`config.mk`:
```
export PLATFORM = sky130hd
export DESIGN_NAME = pio_out_blink
export DESIGN_NICKNAME = d
export VERILOG_FILES = /design/src/rtl/pio_out_blink_pkg.sv /design/src/rtl/pio_out_blink_prescaler.sv /design/src/rtl/pio_out_blink.sv
export SDC_FILE = /design/constraint.sdc
export NUM_CORES = 1
export LEC_CHECK = 0
export BUFFER_PORTS_ARGS = -buffer_cell sky130_fd_sc_hd__buf_4
export CAP_MARGIN = 25
export CORE_MARGIN = 2
export CORE_UTILIZATION = 51
export CTS_CLUSTER_SIZE = 12
export DETAILED_ROUTE_END_ITERATION = 10
export PLACE_DENSITY = 0.77
export SLEW_MARGIN = 20
export SYNTH_ARGS = -nofsm -noshare
export SYNTH_HDL_FRONTEND = slang
export SYNTH_HIERARCHICAL = 1
export SYNTH_SLANG_ARGS = --single-unit
```
`constraint.sdc`:
```
create_clock -name clk -period 2.8 [get_ports clk]
set_input_delay 0.28 -clock clk [delete_from_list [all_inputs] [get_ports clk]]
set_output_delay 0.28 -clock clk [all_outputs]
set_load 0.005 [all_outputs]
```
`src/rtl/pio_out_blink_pkg.sv`:
```
// Shared register map for the blinking output PIO.
package pio_out_blink_pkg;

  localparam int unsigned ADDR_W = 3;

  localparam logic [ADDR_W-1:0] ADDR_DATA   = 3'd0;
  localparam logic [ADDR_W-1:0] ADDR_SET    = 3'd1;
  localparam logic [ADDR_W-1:0] ADDR_CLR    = 3'd2;
  localparam logic [ADDR_W-1:0] ADDR_TGL    = 3'd3;
  localparam logic [ADDR_W-1:0] ADDR_MASK   = 3'd4;
  localparam logic [ADDR_W-1:0] ADDR_PERIOD = 3'd5;
  localparam logic [ADDR_W-1:0] ADDR_STATUS = 3'd6;

endpackage

```
`src/rtl/pio_out_blink_prescaler.sv`:
```
// Blink prescaler: counts PERIOD+1 clocks per half-period and toggles phase.
module blink_prescaler #(
  parameter int unsigned          PRESC_W      = 24,
  parameter logic [PRESC_W-1:0]   RESET_PERIOD = '0
) (
  input  logic               clk,
  input  logic               reset,
  input  logic [PRESC_W-1:0] period,
  input  logic               load,
  output logic               phase,
  output logic               phase_nxt
);

  logic [PRESC_W-1:0] cnt;
  logic [PRESC_W-1:0] cnt_nxt;

  // period carries the post-write value, so a load restarts from the new PERIOD
  always_comb begin
    cnt_nxt   = cnt;
    phase_nxt = phase;
    if (load) begin
      cnt_nxt   = period;
      phase_nxt = 1'b0;
    end else if (period == '0) begin
      cnt_nxt   = '0;
      phase_nxt = 1'b0;
    end else if (cnt == '0) begin
      cnt_nxt   = period;
      phase_nxt = ~phase;
    end else begin
      cnt_nxt   = cnt - PRESC_W'(1);
    end
  end

  always_ff @(posedge clk or posedge reset) begin
    if (reset) begin
      cnt   <= RESET_PERIOD;
      phase <= 1'b0;
    end else begin
      cnt   <= cnt_nxt;
      phase <= phase_nxt;
    end
  end

endmodule

```
`src/rtl/pio_out_blink.sv`:
```
// Avalon-MM output PIO with atomic set/clear/toggle and per-bit blinking.
module pio_out_blink
  import pio_out_blink_pkg::*;
#(
  parameter int unsigned        WIDTH        = 9,
  parameter logic [WIDTH-1:0]   RESET_VALUE  = '0,
  parameter int unsigned        PRESC_W      = 24,
  parameter logic [PRESC_W-1:0] RESET_PERIOD = '0
) (
  input  logic              clk,
  input  logic              reset,
  input  logic [ADDR_W-1:0] address,
  input  logic              chipselect,
  input  logic              write_n,
  input  logic [31:0]       writedata,
  output logic [31:0]       readdata,
  output logic [WIDTH-1:0]  out_port
);

  logic               wr;
  logic [WIDTH-1:0]   wd;
  logic [WIDTH-1:0]   data_q, data_nxt;
  logic [WIDTH-1:0]   mask_q, mask_nxt;
  logic [PRESC_W-1:0] period_q, period_nxt;
  logic               period_load;
  logic               phase, phase_nxt;
  logic [WIDTH-1:0]   out_nxt;
  logic               unused_wd;

  assign wr        = chipselect & ~write_n;
  assign wd        = writedata[WIDTH-1:0];
  assign unused_wd = ^writedata;

  always_comb begin
    data_nxt    = data_q;
    mask_nxt    = mask_q;
    period_nxt  = period_q;
    period_load = 1'b0;
    if (wr) begin
      case (address)
        ADDR_DATA:   data_nxt = wd;
        ADDR_SET:    data_nxt = data_q | wd;
        ADDR_CLR:    data_nxt = data_q & ~wd;
        ADDR_TGL:    data_nxt = data_q ^ wd;
        ADDR_MASK:   mask_nxt = wd;
        ADDR_PERIOD: begin
          period_nxt  = writedata[PRESC_W-1:0];
          period_load = 1'b1;
        end
        default: ;
      endcase
    end
  end

  blink_prescaler #(
    .PRESC_W      (PRESC_W),
    .RESET_PERIOD (RESET_PERIOD)
  ) u_presc (
    .clk       (clk),
    .reset     (reset),
    .period    (period_nxt),
    .load      (period_load),
    .phase     (phase),
    .phase_nxt (phase_nxt)
  );

  // out_port is registered from next-state values so a same-cycle DATA write
  // and phase toggle land together on one edge
  assign out_nxt = data_nxt ^ (mask_nxt & {WIDTH{phase_nxt}});

  always_ff @(posedge clk or posedge reset) begin
    if (reset) begin
      data_q   <= RESET_VALUE;
      mask_q   <= '0;
      period_q <= RESET_PERIOD;
      out_port <= RESET_VALUE;
    end else begin
      data_q   <= data_nxt;
      mask_q   <= mask_nxt;
      period_q <= period_nxt;
      out_port <= out_nxt;
    end
  end

  always_comb begin
    readdata = '0;
    case (address)
      ADDR_DATA:   readdata[WIDTH-1:0]   = data_q;
      ADDR_MASK:   readdata[WIDTH-1:0]   = mask_q;
      ADDR_PERIOD: readdata[PRESC_W-1:0] = period_q;
      ADDR_STATUS: readdata[0]           = phase;
      default: ;
    endcase
  end

endmodule

```
==> impl_metrics.json <==
{
  "required_ns": 3.08,
  "clk_pin_slew_ns": 0.08,
  "mostFrequentLayoutCells": "buf_4, dfrtp_1, o2bb2ai_1",
  "num-fill-cells": 685,
  "min-delay-start": "writedata[21]",
  "dp_hpwl_um": 7570,
  "skew_ns": 0.00614,
  "grt_max_degree": 35,
  "wl_met3_um": 527,
  "ant_nets": 0,
  "vdd_drop_max_mv": 0.554,
  "wl_met2_um": 5750,
  "cts_sinks": 76,
  "drt-total-wl_um": 11000,
  "grt_pass1_vias": 3572,
  "max_freq_mhz": 379,
  "post_drt_wl_per_cell_um": 18.0,
  "regToRegEndpoint": "u_presc/cnt[8]",
  "rsz0062_at_grt": "no",
  "end_kind": "flip-flop",
  "die_w_um": 97.8,
  "antenna_found_initial": 0,
  "reg2reg_slack_ns": 0.16,
  "grt_overflow": 0,
  "port_buffers": 63,
  "post-route-period-util_pct": 94.3,
  "regArea_um2": 1900,
  "pin_count": 80,
  "dr.max_layer_used": "met4",
  "r2r_cells": 5,
  "period_minus_slack_ns": 2.64,
  "cts_tree": "done",
  "r2r_start": "u_presc/cnt[12]",
  "worst_slack_ns": 0.159,
  "startpoint_type": "flip-flop",
  "dpl_worst_slack_ns": -0.105,
  "dieHeight_um": 97.8,
  "grt_util_all_layers_pct": 23.4,
  "finalHoldViolCount": 0,
  "startpoint": "u_presc/cnt[12]",
  "fp.dieArea_um2": 9560,
  "insertedDiodeCount": 0,
  "cap_violations": 0,
  "wl_met1_um": 4500,
  "mappedNetlistArea_um2": 4480,
  "design_area_um2": 5500,
  "synthFlopType": "dfrtp_1",
  "num_vias": 3452,
  "remaining_drc_errors": 0,
  "firstDrtPassIters": 6,
  "rows": 34,
  "worst_slew_margin_rel_pct": 52.6,
  "htreeDepth": 3,
  "clk_latency_ns": 0.36,
  "multi_input_area_um2": 2360,
  "hold_path_end": "period_q[21]",
  "numCtsBuffers": 9,
  "core_um2": 8640,
  "place_congestion": 0.810,
  "cts_buffer_depth": 2,
  "ctsRootBufferMaster": "clkbuf_8",
  "final_common_cell": "buf_4",
  "setup_viol": 0,
  "cp.arrival_ns": 2.92,
  "area_growth_pct": 22.7,
  "hp-class": "in2reg",
  "drt-initial-drc-count": 174,
  "drive_gt1_share_pct": 30.9,
  "leakage_nw": 2.59,
  "p_per_area_nw_per_um2": 740,
  "synth_seq_cells": 76,
  "ys_warn_count": 6,
  "synth_seq_area_share_pct": 42.4,
  "hold_depth": 2,
  "grt_pass1_wl_um": 17900,
  "cts_setup_buffers": 0,
  "syn-instance-count": 413,
  "crit_fanout": 12,
  "start_util_pct": 51.9,
  "worstSetupPathType": "reg2reg",
  "yosysUniqueCellTypes": 45,
  "report.final.slew_viol_count": 0,
  "vias_per_cell": 5.66,
  "synth-edff-count": 0,
  "synthArstFlopShare_pct": 100,
  "tightestPinTransition_ns": 0.708,
  "post_synth.cell_area_avg_um2": 10.9,
  "outcome": "complete, no violations",
  "dpl_cell_area_um2": 5180,
  "nets": 556
}
how the worst max path moves through the flow:
stage | end | slack (ns) | depth (start not counted)
after floorplan | u_presc/cnt[10] | 0.01 | 13
after global placement | u_presc/cnt[10] | -0.03 | 11
after detailed placement | u_presc/cnt[8] | -0.11 | 12
after CTS | out_port[3] | 0.005 | 9
after global routing | out_port[8] | 0.02 | 9
final | u_presc/cnt[8] | 0.16 | 5
critical path, stage by stage, from the launching register on:
cell and delay [ns]:
dfrtp_1 0.39, or4_4 0.56, or4_4 0.49, or4_4 0.59, o21bai_4 0.36, o2bb2ai_1 0.17
what timing repair did:
item	in CTS	in global routing
endpoints found under the hold margin	17	0
resized for setup	0	4
hold buffers	1	0
endpoints found under the setup margin	0	32
per-layer routing:
layer | GRT usage, % | up-vias
met5 | 0 | -
met4 | 7.48 | 0
met3 | 4.65 | 23
met2 | 41.0 | 115
met1 | 29.4 | 1696
li1 | - | 1618
state kept, by name, indices dropped and copies added, names as in the netlist:
name           flops
data_q             9
u_presc/phase      1
period_q          24
mask_q             9
out_port           9
u_presc/cnt       24
per-stage QoR:
| stage | std cells | TNS (ns) | hold slack [ns] | total power, mW | util (%) |
|---|---|---|---|---|---|
| global route | 610 | 0 | 0.180 | 4.31 | 63.7 |
| global placement | 591 | -0.761 | 0.292 | 2.89 | 59.9 |
| CTS | 608 | 0 | 0.174 | 4.03 | 62.9 |
| floorplan | 420 | 0 | 0.307 | 2.48 | - |
| detailed placement | 591 | -2.16 | 0.298 | 2.97 | 59.9 |
| finish | 610 | 0 | 0.187 | 4.07 | 63.7 |
cell families after synthesis:
| family | count (synthesis) | synth area share, % |
|---|---|---|
| buffers and inverters | 53 | 6.39 |
| other | 1 | 0.0836 |
| AOI/OAI and AO/OA | 82 | 13.6 |
| xor gates and xnor gates | 30 | 5.86 |
| DFF | 76 | 42.4 |
| muxes | 43 | 11.9 |
| and+or+nand+nor | 108 | 14.1 |
| adders and majority gates | 20 | 5.58 |
cells in the mapped netlist (9+ instances only):
cell type | n | share of area (%)
dfrtp_1 | 76 | 42
o2bb2ai_1 | 32 | 6.3
nor2_1 | 26 | 2.2
xnor2_1 | 26 | 5.1
inv_1 | 22 | 1.8
ha_1 | 20 | 5.6
mux2_4 | 19 | 6.4
mux2i_1 | 18 | 4.0
o21ai_0 | 17 | 1.9
and2_1 | 16 | 2.2
buf_4 | 11 | 1.8
nor4_1 | 11 | 1.5
a21boi_0 | 10 | 1.7
nor3_1 | 10 | 1.1
and3_1 | 9 | 1.3
o22a_1 | 9 | 1.8
or2_2 | 9 | 1.3
power breakdown:
group	leakage, nW	switching, mW	internal (mW)	total [mW]
Clock	0.120	0.442	0.598	1.04
Sequential	0.934	0.255	1.42	1.68
Combinational	1.53	0.651	0.700	1.35
final cells by class:
type,instances,area share [%]
clock buffers,9,2.25
multi-input cells,292,43.0
clock inverters,7,2.25
well taps,108,2.46
flip-flops and latches,76,34.6
repair buffers,96,14.0
inverters,22,1.50
Note: power is estimated with default switching activity, not from simulation.
